--- config.mk ---
export PLATFORM = sky130hd
export DESIGN_NAME = if_stage
export DESIGN_NICKNAME = d
export VERILOG_FILES = /design/src/rtl/if_stage.sv
export SDC_FILE = /design/constraint.sdc
export NUM_CORES = 1
export LEC_CHECK = 0
export ABC_AREA = 0
export BUFFER_PORTS_ARGS = -buffer_cell sky130_fd_sc_hd__buf_2
export CORE_ASPECT_RATIO = 1.25
export CORE_UTILIZATION = 40
export DETAILED_ROUTE_END_ITERATION = 7
export GPL_TIMING_DRIVEN = 0
export HOLD_SLACK_MARGIN = 0.02
export SLEW_MARGIN = 30
export SYNTH_ARGS = -nofsm -noshare
export SYNTH_HDL_FRONTEND = slang
export SYNTH_SLANG_ARGS = --single-unit
export TNS_END_PERCENT = 100
--- constraint.sdc ---
create_clock -name clk -period 8.25 [get_ports clk]
set_clock_uncertainty 0.2 [all_clocks]
set_input_delay 1.65 -clock clk [delete_from_list [all_inputs] [get_ports clk]]
set_output_delay 1.65 -clock clk [all_outputs]
set_load 0.05 [all_outputs]
--- src/rtl/if_stage.sv ---
// Instruction fetch: owns the fetch PC, issues imem word requests and queues responses in order for decode.
// Latency: grant at T, rvalid at T+k gives id_valid_o at T+k+1 at the earliest; a stall holds all outputs.
module if_stage #(
  parameter logic [31:0] RESET_PC = 32'h00000000,
  parameter int          FQ_DEPTH = 2
) (
  input  logic        clk,
  input  logic        rst_n,
  input  logic        redirect_i,
  input  logic [31:0] redirect_pc_i,
  output logic        imem_req_o,
  output logic [31:0] imem_addr_o,
  input  logic        imem_gnt_i,
  input  logic        imem_rvalid_i,
  input  logic [31:0] imem_rdata_i,
  output logic        id_valid_o,
  input  logic        id_ready_i,
  output logic [31:0] pc_o,
  output logic [31:0] pc_plus_4_o,
  output logic [31:0] instruction_o
);

  localparam int PW = $clog2(FQ_DEPTH);
  localparam int CW = $clog2(FQ_DEPTH + 1);
  localparam logic [31:0] NOP = 32'h00000013;

  logic [31:0]         fetch_pc_q, fetch_pc_d;
  logic [31:0]         pc_q    [FQ_DEPTH];
  logic [31:0]         instr_q [FQ_DEPTH];
  logic [FQ_DEPTH-1:0] filled_q;
  logic [PW-1:0]       rd_ptr_q, rd_ptr_d;
  logic [PW-1:0]       wr_ptr_q, wr_ptr_d;
  logic [PW-1:0]       fill_ptr_q, fill_ptr_d;
  logic [CW-1:0]       used_q, used_d;
  logic [CW-1:0]       unfilled_q, unfilled_d;
  logic [CW-1:0]       discard_q, discard_d;

  logic          grant, fill, pop;
  logic [CW:0]   occupancy;
  logic [CW-1:0] stale_total;
  logic          unused_pc_bits;

  assign unused_pc_bits = ^redirect_pc_i[1:0];

  // Requests are throttled on slots already owed to in-flight responses, so every grant has a slot.
  assign occupancy   = {1'b0, used_q} + {1'b0, discard_q};
  assign imem_req_o  = rst_n && !redirect_i && (occupancy < (CW+1)'(FQ_DEPTH));
  assign imem_addr_o = fetch_pc_q;
  assign grant       = imem_req_o && imem_gnt_i;
  assign fill        = imem_rvalid_i && (discard_q == '0) && (unfilled_q != '0);

  assign id_valid_o    = rst_n && filled_q[rd_ptr_q] && !redirect_i;
  assign pop           = id_valid_o && id_ready_i;
  assign pc_o          = pc_q[rd_ptr_q];
  assign pc_plus_4_o   = (used_q != '0) ? pc_o + 32'd4 : 32'd0;
  assign instruction_o = id_valid_o ? instr_q[rd_ptr_q] : NOP;

  assign stale_total = discard_q + unfilled_q;

  always_comb begin
    fetch_pc_d = fetch_pc_q;
    rd_ptr_d   = rd_ptr_q;
    wr_ptr_d   = wr_ptr_q;
    fill_ptr_d = fill_ptr_q;
    used_d     = used_q;
    unfilled_d = unfilled_q;
    discard_d  = discard_q;
    if (redirect_i) begin
      fetch_pc_d = {redirect_pc_i[31:2], 2'b00};
      rd_ptr_d   = '0;
      wr_ptr_d   = '0;
      fill_ptr_d = '0;
      used_d     = '0;
      unfilled_d = '0;
      // A response landing in the redirect cycle belongs to the old path.
      discard_d  = stale_total - CW'(imem_rvalid_i && (stale_total != '0));
    end else begin
      if (grant) begin
        fetch_pc_d = fetch_pc_q + 32'd4;
        wr_ptr_d   = wr_ptr_q + PW'(1);
      end
      if (fill) fill_ptr_d = fill_ptr_q + PW'(1);
      if (pop)  rd_ptr_d   = rd_ptr_q + PW'(1);
      if (imem_rvalid_i && (discard_q != '0)) discard_d = discard_q - CW'(1);
      used_d     = used_q + CW'(grant) - CW'(pop);
      unfilled_d = unfilled_q + CW'(grant) - CW'(fill);
    end
  end

  always_ff @(posedge clk) begin
    if (!rst_n) begin
      fetch_pc_q <= RESET_PC;
      rd_ptr_q   <= '0;
      wr_ptr_q   <= '0;
      fill_ptr_q <= '0;
      used_q     <= '0;
      unfilled_q <= '0;
      discard_q  <= '0;
      filled_q   <= '0;
      for (int i = 0; i < FQ_DEPTH; i++) begin
        pc_q[i]    <= '0;
        instr_q[i] <= NOP;
      end
    end else begin
      fetch_pc_q <= fetch_pc_d;
      rd_ptr_q   <= rd_ptr_d;
      wr_ptr_q   <= wr_ptr_d;
      fill_ptr_q <= fill_ptr_d;
      used_q     <= used_d;
      unfilled_q <= unfilled_d;
      discard_q  <= discard_d;
      if (redirect_i) begin
        filled_q <= '0;
        for (int i = 0; i < FQ_DEPTH; i++) begin
          pc_q[i]    <= '0;
          instr_q[i] <= NOP;
        end
      end else begin
        if (grant) begin
          pc_q[wr_ptr_q]     <= fetch_pc_q;
          filled_q[wr_ptr_q] <= 1'b0;
        end
        if (fill) begin
          instr_q[fill_ptr_q]  <= imem_rdata_i;
          filled_q[fill_ptr_q] <= 1'b1;
        end
        if (pop) filled_q[rd_ptr_q] <= 1'b0;
      end
    end
  end

endmodule

-- After elaboration in Yosys (flattened, before gate mapping)
Memories as Yosys holds them, arrays and structs flattened. A register that Yosys moved wholly into a read port is not among the register bits.
Index checks and enable logic that the tools add are counted.
- output and inout bits: 130
- logic and storage cells: 112
- bits in writable memories: 128
- memories: 2
- register bits: 43
- memory list (name ; depth ; width ; read ports ; clocked after memory_dff ; write ports ; line ; text):
    instr_q ; 2 ; 32 ; 1 ; 1 ; 2 ; 29 ; logic [31:0] instr_q [FQ_DEPTH];
    pc_q ; 2 ; 32 ; 1 ; 1 ; 2 ; 28 ; logic [31:0] pc_q [FQ_DEPTH];
- $add $sub $neg: 13
- bitwise logic cells: 10
- reduce and logical (&&, ||, !) cells: 24
- $lt $le $gt $ge: 7
- mux-type cells: 47
- operators by type and width (kind ; number):
    32-bit two-way mux ; 10
    32-bit by 3-bit adder with 32-bit output (second input constant) ; 2
    32-bit OR reduction ; 2
    1-bit two-way mux ; 25
    2-bit two-way mux ; 9
    1-bit logical AND ; 13
    2-bit nonzero test ; 6
    1-bit by 2-bit < comparator with 1-bit output (second input constant) ; 3
    2-bit by 1-bit subtractor with 2-bit output ; 3
    2-bit by 1-bit adder with 2-bit output ; 2
    2-bit AND ; 2
    2-bit NOT ; 2
    1-bit OR ; 4
    1-bit adder (second input constant) ; 3
    2-bit by 2-bit adder with 3-bit output ; 1
    1-bit demux with 1-bit select ; 3
    1-bit >= comparator (second input constant) ; 3
    3-bit by 2-bit < comparator with 1-bit output (second input constant) ; 1
    2-bit adder ; 1
    2-bit zero test ; 1
    2-bit OR ; 1
    2-bit OR reduction ; 1
    2-bit by 1-bit subtractor with 2-bit output (second input constant) ; 1
    1-bit zero test ; 1
    1-bit NOT ; 1

-- Depth between registers and ports, before layout
- depth in word-level cells: 15
- depth in mapped cells: 15

-- Least setup slack after synthesis
OpenSTA, ideal clock, no wires.
- path type: flip-flop to output port
- from: reg with a tool-made name
- to: out pc_plus_4_o[16]
- path slack: 2.839 ns
- arrival: 3.561 ns
- cell stages (with the launch flop): 13
- path through: dfxtp_1 -> buf_6 -> buf_8 -> buf_6 -> buf_2 -> buf_2 -> mux2_2 -> ha_1 -> a21boi_1 -> and3_1 -> buf_2 -> a21oi_1 -> a211oi_1
- RTL lines (item ; line ; text):
    end, declared ; 19 ; output logic [31:0] pc_plus_4_o,

==> metrics.txt <==
# TYPE chip_impl_metric gauge
chip_impl_metric{name="synth_compound_gate_area_share",unit="%"} 8.47
chip_impl_metric{name="power_leakage",unit="uW"} 0.00456
chip_impl_metric{name="synth_top_area_share",unit="%"} 41.9
chip_impl_info{name="post-synth-top-count-cell",value="sky130_fd_sc_hd__edfxtp_1"} 1
chip_impl_metric{name="synthesis.yosys.warnings",unit=""} 0
chip_impl_metric{name="timing_worst_slew_pin_value",unit="ns"} 0.715
chip_impl_metric{name="route.detailed.drc",unit=""} 0
chip_impl_metric{name="antenna_found_initial",unit=""} 3
chip_impl_metric{name="floorplan.initialDensity",unit="%"} 41.0
chip_impl_info{name="synth_ff_type",value="sky130_fd_sc_hd__edfxtp_1"} 1
chip_impl_metric{name="first_pass_iters",unit=""} 5
chip_impl_metric{name="mapped_cells",unit=""} 834
chip_impl_metric{name="grt_first_pass_wirelength",unit="um"} 36300
chip_impl_info{name="ranking_of_synthesized_cells_by_instance_count",value="124 x sky130_fd_sc_hd__edfxtp_1, 92 x sky130_fd_sc_hd__and2_1, 84 x sky130_fd_sc_hd__nor2_1"} 1
chip_impl_metric{name="seq_area_frac_synth",unit="%"} 51.3
chip_impl_info{name="crit_type",value="reg2out"} 1
chip_impl_metric{name="port_buffers",unit=""} 191
chip_impl_metric{name="dieWidth",unit="um"} 135
chip_impl_info{name="post_synth_main_area_contributors",value="sky130_fd_sc_hd__edfxtp_1 42%, sky130_fd_sc_hd__dfxtp_1 9.5%, sky130_fd_sc_hd__and2_1 6.5%, sky130_fd_sc_hd__mux2i_1 4.3%, sky130_fd_sc_hd__mux2_2 4.1%"} 1
chip_impl_info{name="critical_path.startpoint_type",value="flop"} 1
chip_impl_metric{name="cp_data_required_time",unit="ns"} 6.40
chip_impl_metric{name="synth_cell_type_count",unit=""} 75
chip_impl_metric{name="numCtsBuffers",unit=""} 17
chip_impl_info{name="holdCritPathClass",value="reg2reg"} 1
chip_impl_metric{name="cts.reportedPaths.clkPinSlew",unit="ns"} 0.07
chip_impl_info{name="dominant_cell_type_by_count_on_the_critical_path",value="sky130_fd_sc_hd__buf_2"} 1
chip_impl_metric{name="timing.max_cap.violations",unit=""} 0
chip_impl_metric{name="fin_worst_hold_slack",unit="ns"} 0.293
chip_impl_metric{name="core.rowCount",unit=""} 60
chip_impl_info{name="slowest_stage",value="sky130_fd_sc_hd__or4_1"} 1
chip_impl_info{name="crit_path_cell_trace",value="buf_6 -> buf_8 -> buf_6 -> buf_2 -> buf_2 -> mux2_2 -> ha_1 -> a21boi_1 -> nand2_1 -> or4_1 -> a21oi_1 -> buf_2"} 1
chip_impl_metric{name="post_drt_wl_per_cell",unit="um"} 17.8
chip_impl_metric{name="holdBufCountCts",unit=""} 0
chip_impl_metric{name="layout.nets",unit=""} 1131
chip_impl_metric{name="layout.filler_cells",unit=""} 2014
chip_impl_info{name="synth_top_family_by_area",value="simple AND/OR/NAND/NOR gates"} 1
chip_impl_metric{name="gp_routability_congestion",unit=""} 0.892
chip_impl_metric{name="syn_to_final_growth",unit="%"} 22.3
chip_impl_metric{name="overflow",unit=""} 0
chip_impl_metric{name="detailed_route_via_count",unit=""} 7044
chip_impl_metric{name="worst_path_largest_cell_delay",unit="ns"} 0.57
chip_impl_metric{name="final_antenna_net_count",unit=""} 0
chip_impl_metric{name="core-area",unit="sq um"} 21700
chip_impl_metric{name="tns",unit="ns"} 0
chip_impl_metric{name="post_synthesis_async_set_or_reset_flop_share",unit="%"} 0
chip_impl_metric{name="hold_violations_final",unit=""} 0
chip_impl_metric{name="post_synth_instance_area",unit="sq um"} 8900
chip_impl_metric{name="final-setup-viol-count",unit=""} 0
chip_impl_metric{name="routed_wirelength",unit="um"} 23900
chip_impl_metric{name="max_clock_freq",unit="MHz"} 167
chip_impl_metric{name="rrSetupSlack",unit="ns"} 4.75
chip_impl_metric{name="post_drt_via_cell_ratio",unit=""} 5.24
chip_impl_metric{name="ir_worst_vdd",unit="uV"} 105
chip_impl_metric{name="cp_num_buf_inv",unit=""} 6
chip_impl_metric{name="drt_iter0_markers",unit=""} 349
chip_impl_metric{name="final-max-slew-violation-count",unit=""} 0
chip_impl_metric{name="avg_inst_size_synth",unit="sq um"} 10.7
chip_impl_info{name="crit_family",value="buffers and inverters"} 1
chip_impl_info{name="synth_top_cell_by_area",value="sky130_fd_sc_hd__edfxtp_1"} 1
chip_impl_metric{name="power.density_cell_area",unit="nW/um^2"} 183
chip_impl_info{name="end_kind",value="primary output"} 1
chip_impl_metric{name="post_synth_and_or_nand_nor_area_fraction",unit="%"} 23.6
chip_impl_metric{name="max_transition_margin",unit="%"} 52.2
chip_impl_metric{name="design.portCount",unit=""} 200
chip_impl_metric{name="numClockSinks",unit=""} 166
chip_impl_info{name="tritoncts_clock_tree",value="built"} 1
chip_impl_metric{name="synthMuxAreaShare",unit="%"} 8.33
chip_impl_metric{name="total_track_usage",unit="%"} 21.2
chip_impl_info{name="clockRootBuffer",value="sky130_fd_sc_hd__clkbuf_16"} 1
chip_impl_metric{name="htree_num_levels",unit=""} 4
chip_impl_metric{name="area_share_of_fa_ha_maj_cells_after_synthesis",unit="%"} 1.49
chip_impl_metric{name="cts_buffer_depth",unit=""} 2
chip_impl_metric{name="dp_hpwl",unit="um"} 18500
chip_impl_info{name="status",value="finished, final reports clean"} 1
chip_impl_metric{name="synth_enable_flop_cells",unit=""} 124
chip_impl_metric{name="cts.repair.resized",unit=""} 0
chip_impl_metric{name="post-cts-setup-buffer-count",unit=""} 0
chip_impl_metric{name="layout_min_cycle_time",unit="ns"} 5.98
chip_impl_metric{name="number_of_global_route_vias_before_repair",unit=""} 6776
chip_impl_info{name="rsz0062_at_grt",value="no"} 1
chip_impl_metric{name="synth_seq_cells",unit=""} 166
chip_impl_metric{name="clock_latency",unit="ns"} 0.43
chip_impl_metric{name="grt_max_degree",unit=""} 31
chip_impl_metric{name="fp.dieArea",unit="sq um"} 22800
chip_impl_metric{name="layout-drive-gt1-share",unit="%"} 28.1
chip_impl_metric{name="cp.arrival",unit="ns"} 4.13
chip_impl_metric{name="fin_crit_sh",unit="%"} 72.5
chip_impl_metric{name="synth-xor-area-share",unit="%"} 2.46
chip_impl_metric{name="floorplan.die.height",unit="um"} 169
chip_impl_metric{name="worst-path-max-fanout",unit=""} 10
layout make-up:
type	instances	area, sq um	area share, %
Antenna cell	2	5.00	0.0460
Buffer	58	305	2.81
Clock buffer	18	429	3.95
Clock inverter	14	154	1.41
Inverter	20	75.1	0.690
Multi-Input combinational cell	595	3990	36.6
Sequential cell	166	4560	42.0
Tap cell	279	349	3.21
Timing Repair Buffer	193	1010	9.29
per-layer routing:
metal  part of all wire (%)  GRT usage [%]  vias to the layer above
met5                   0.13              0                        -
met4                    4.0           10.7                        4
met3                    5.5           5.57                       58
met2                     52           38.6                      222
met1                     39           22.1                     3281
li1                       -              -                     3479
worst paths after layout:
kind                                              start                        to  depth (start not counted)
worst max-delay path                               flop           pc_plus_4_o[26]                         12
worst min-delay path            fill_ptr_q$_SDFFE_PP0N_   fill_ptr_q$_SDFFE_PP0N_                          2
worst max register to register     used_q[0]$_SDFF_PP0_  unfilled_q[1]$_SDFF_PP0_                         15
worst min register to register  fill_ptr_q$_SDFFE_PP0N_   fill_ptr_q$_SDFFE_PP0N_                          2
tightest hold or removal path: stages (launching register included):
cell	delay, ns
sky130_fd_sc_hd__dfxtp_1	0.32
sky130_fd_sc_hd__nand2b_1	0.07
sky130_fd_sc_hd__a21oi_1	0.06
cell usage in the layout (no fill, tap or decap), types with 6 or more instances in the layout:
cell type	count
sky130_fd_sc_hd__inv_1	18
sky130_fd_sc_hd__nor2_1	84
sky130_fd_sc_hd__buf_4	7
sky130_fd_sc_hd__nand3_1	23
sky130_fd_sc_hd__o311ai_0	8
sky130_fd_sc_hd__o21ai_0	7
sky130_fd_sc_hd__and3_1	31
sky130_fd_sc_hd__ha_1	9
sky130_fd_sc_hd__xor2_1	9
sky130_fd_sc_hd__a31oi_1	15
sky130_fd_sc_hd__or4_1	7
sky130_fd_sc_hd__nand2b_1	6
sky130_fd_sc_hd__clkbuf_1	35
sky130_fd_sc_hd__xnor2_1	16
sky130_fd_sc_hd__dfxtp_1	42
sky130_fd_sc_hd__nor4_1	8
sky130_fd_sc_hd__edfxtp_1	124
sky130_fd_sc_hd__clkbuf_16	17
sky130_fd_sc_hd__conb_1	6
sky130_fd_sc_hd__nand4_1	16
sky130_fd_sc_hd__nor3_1	13
sky130_fd_sc_hd__a21oi_1	32
sky130_fd_sc_hd__and2_1	92
sky130_fd_sc_hd__a211oi_1	8
sky130_fd_sc_hd__mux2i_1	38
sky130_fd_sc_hd__nand2_1	49
sky130_fd_sc_hd__mux2_2	32
sky130_fd_sc_hd__buf_2	201
sky130_fd_sc_hd__or3_1	9
stage by stage:
stage	instances	utilization [%]	power, uW	setup WS [ns]	instance area, sq um
2_1_floorplan	839	-	1130	2.84	8910
3_3_place_gp	1309	47.1	1210	2.66	10200
3_5_place_dp	1311	47.4	1210	2.65	10300
4_1_cts	1343	50.1	2000	2.20	10900
5_1_grt	1343	50.1	2050	2.08	10900
6_report	1345	50.1	1990	2.27	10900
state kept, by name (all words and copies together), names as in the netlist, 2 cells and up, named ones only:
name and count:
pc_q 60, filled_q 2, imem_addr_o 30, used_q 2
discard_q 2, instr_q 64, unfilled_q 2
logic make-up after synthesis:
family,Yosys count
multiplexers,70
other,1
buffers and inverters,78
XOR/XNOR,25
adder cells (fa/ha/maj),10
AND/OR/NAND/NOR,377
flip-flops,166
AO/OA/AOI/OAI,107
report_power, final:
| part | internal [uW] | switching (uW) | leakage, uW | total [uW] |
|---|---|---|---|---|
| logic | 68.5 | 162 | 0.00257 | 230 |
| registers | 933 | 31.1 | 0.00171 | 964 |
| clock network | 431 | 361 | 0.000282 | 792 |
No activity file was read; power rests on OpenSTA's default activity.
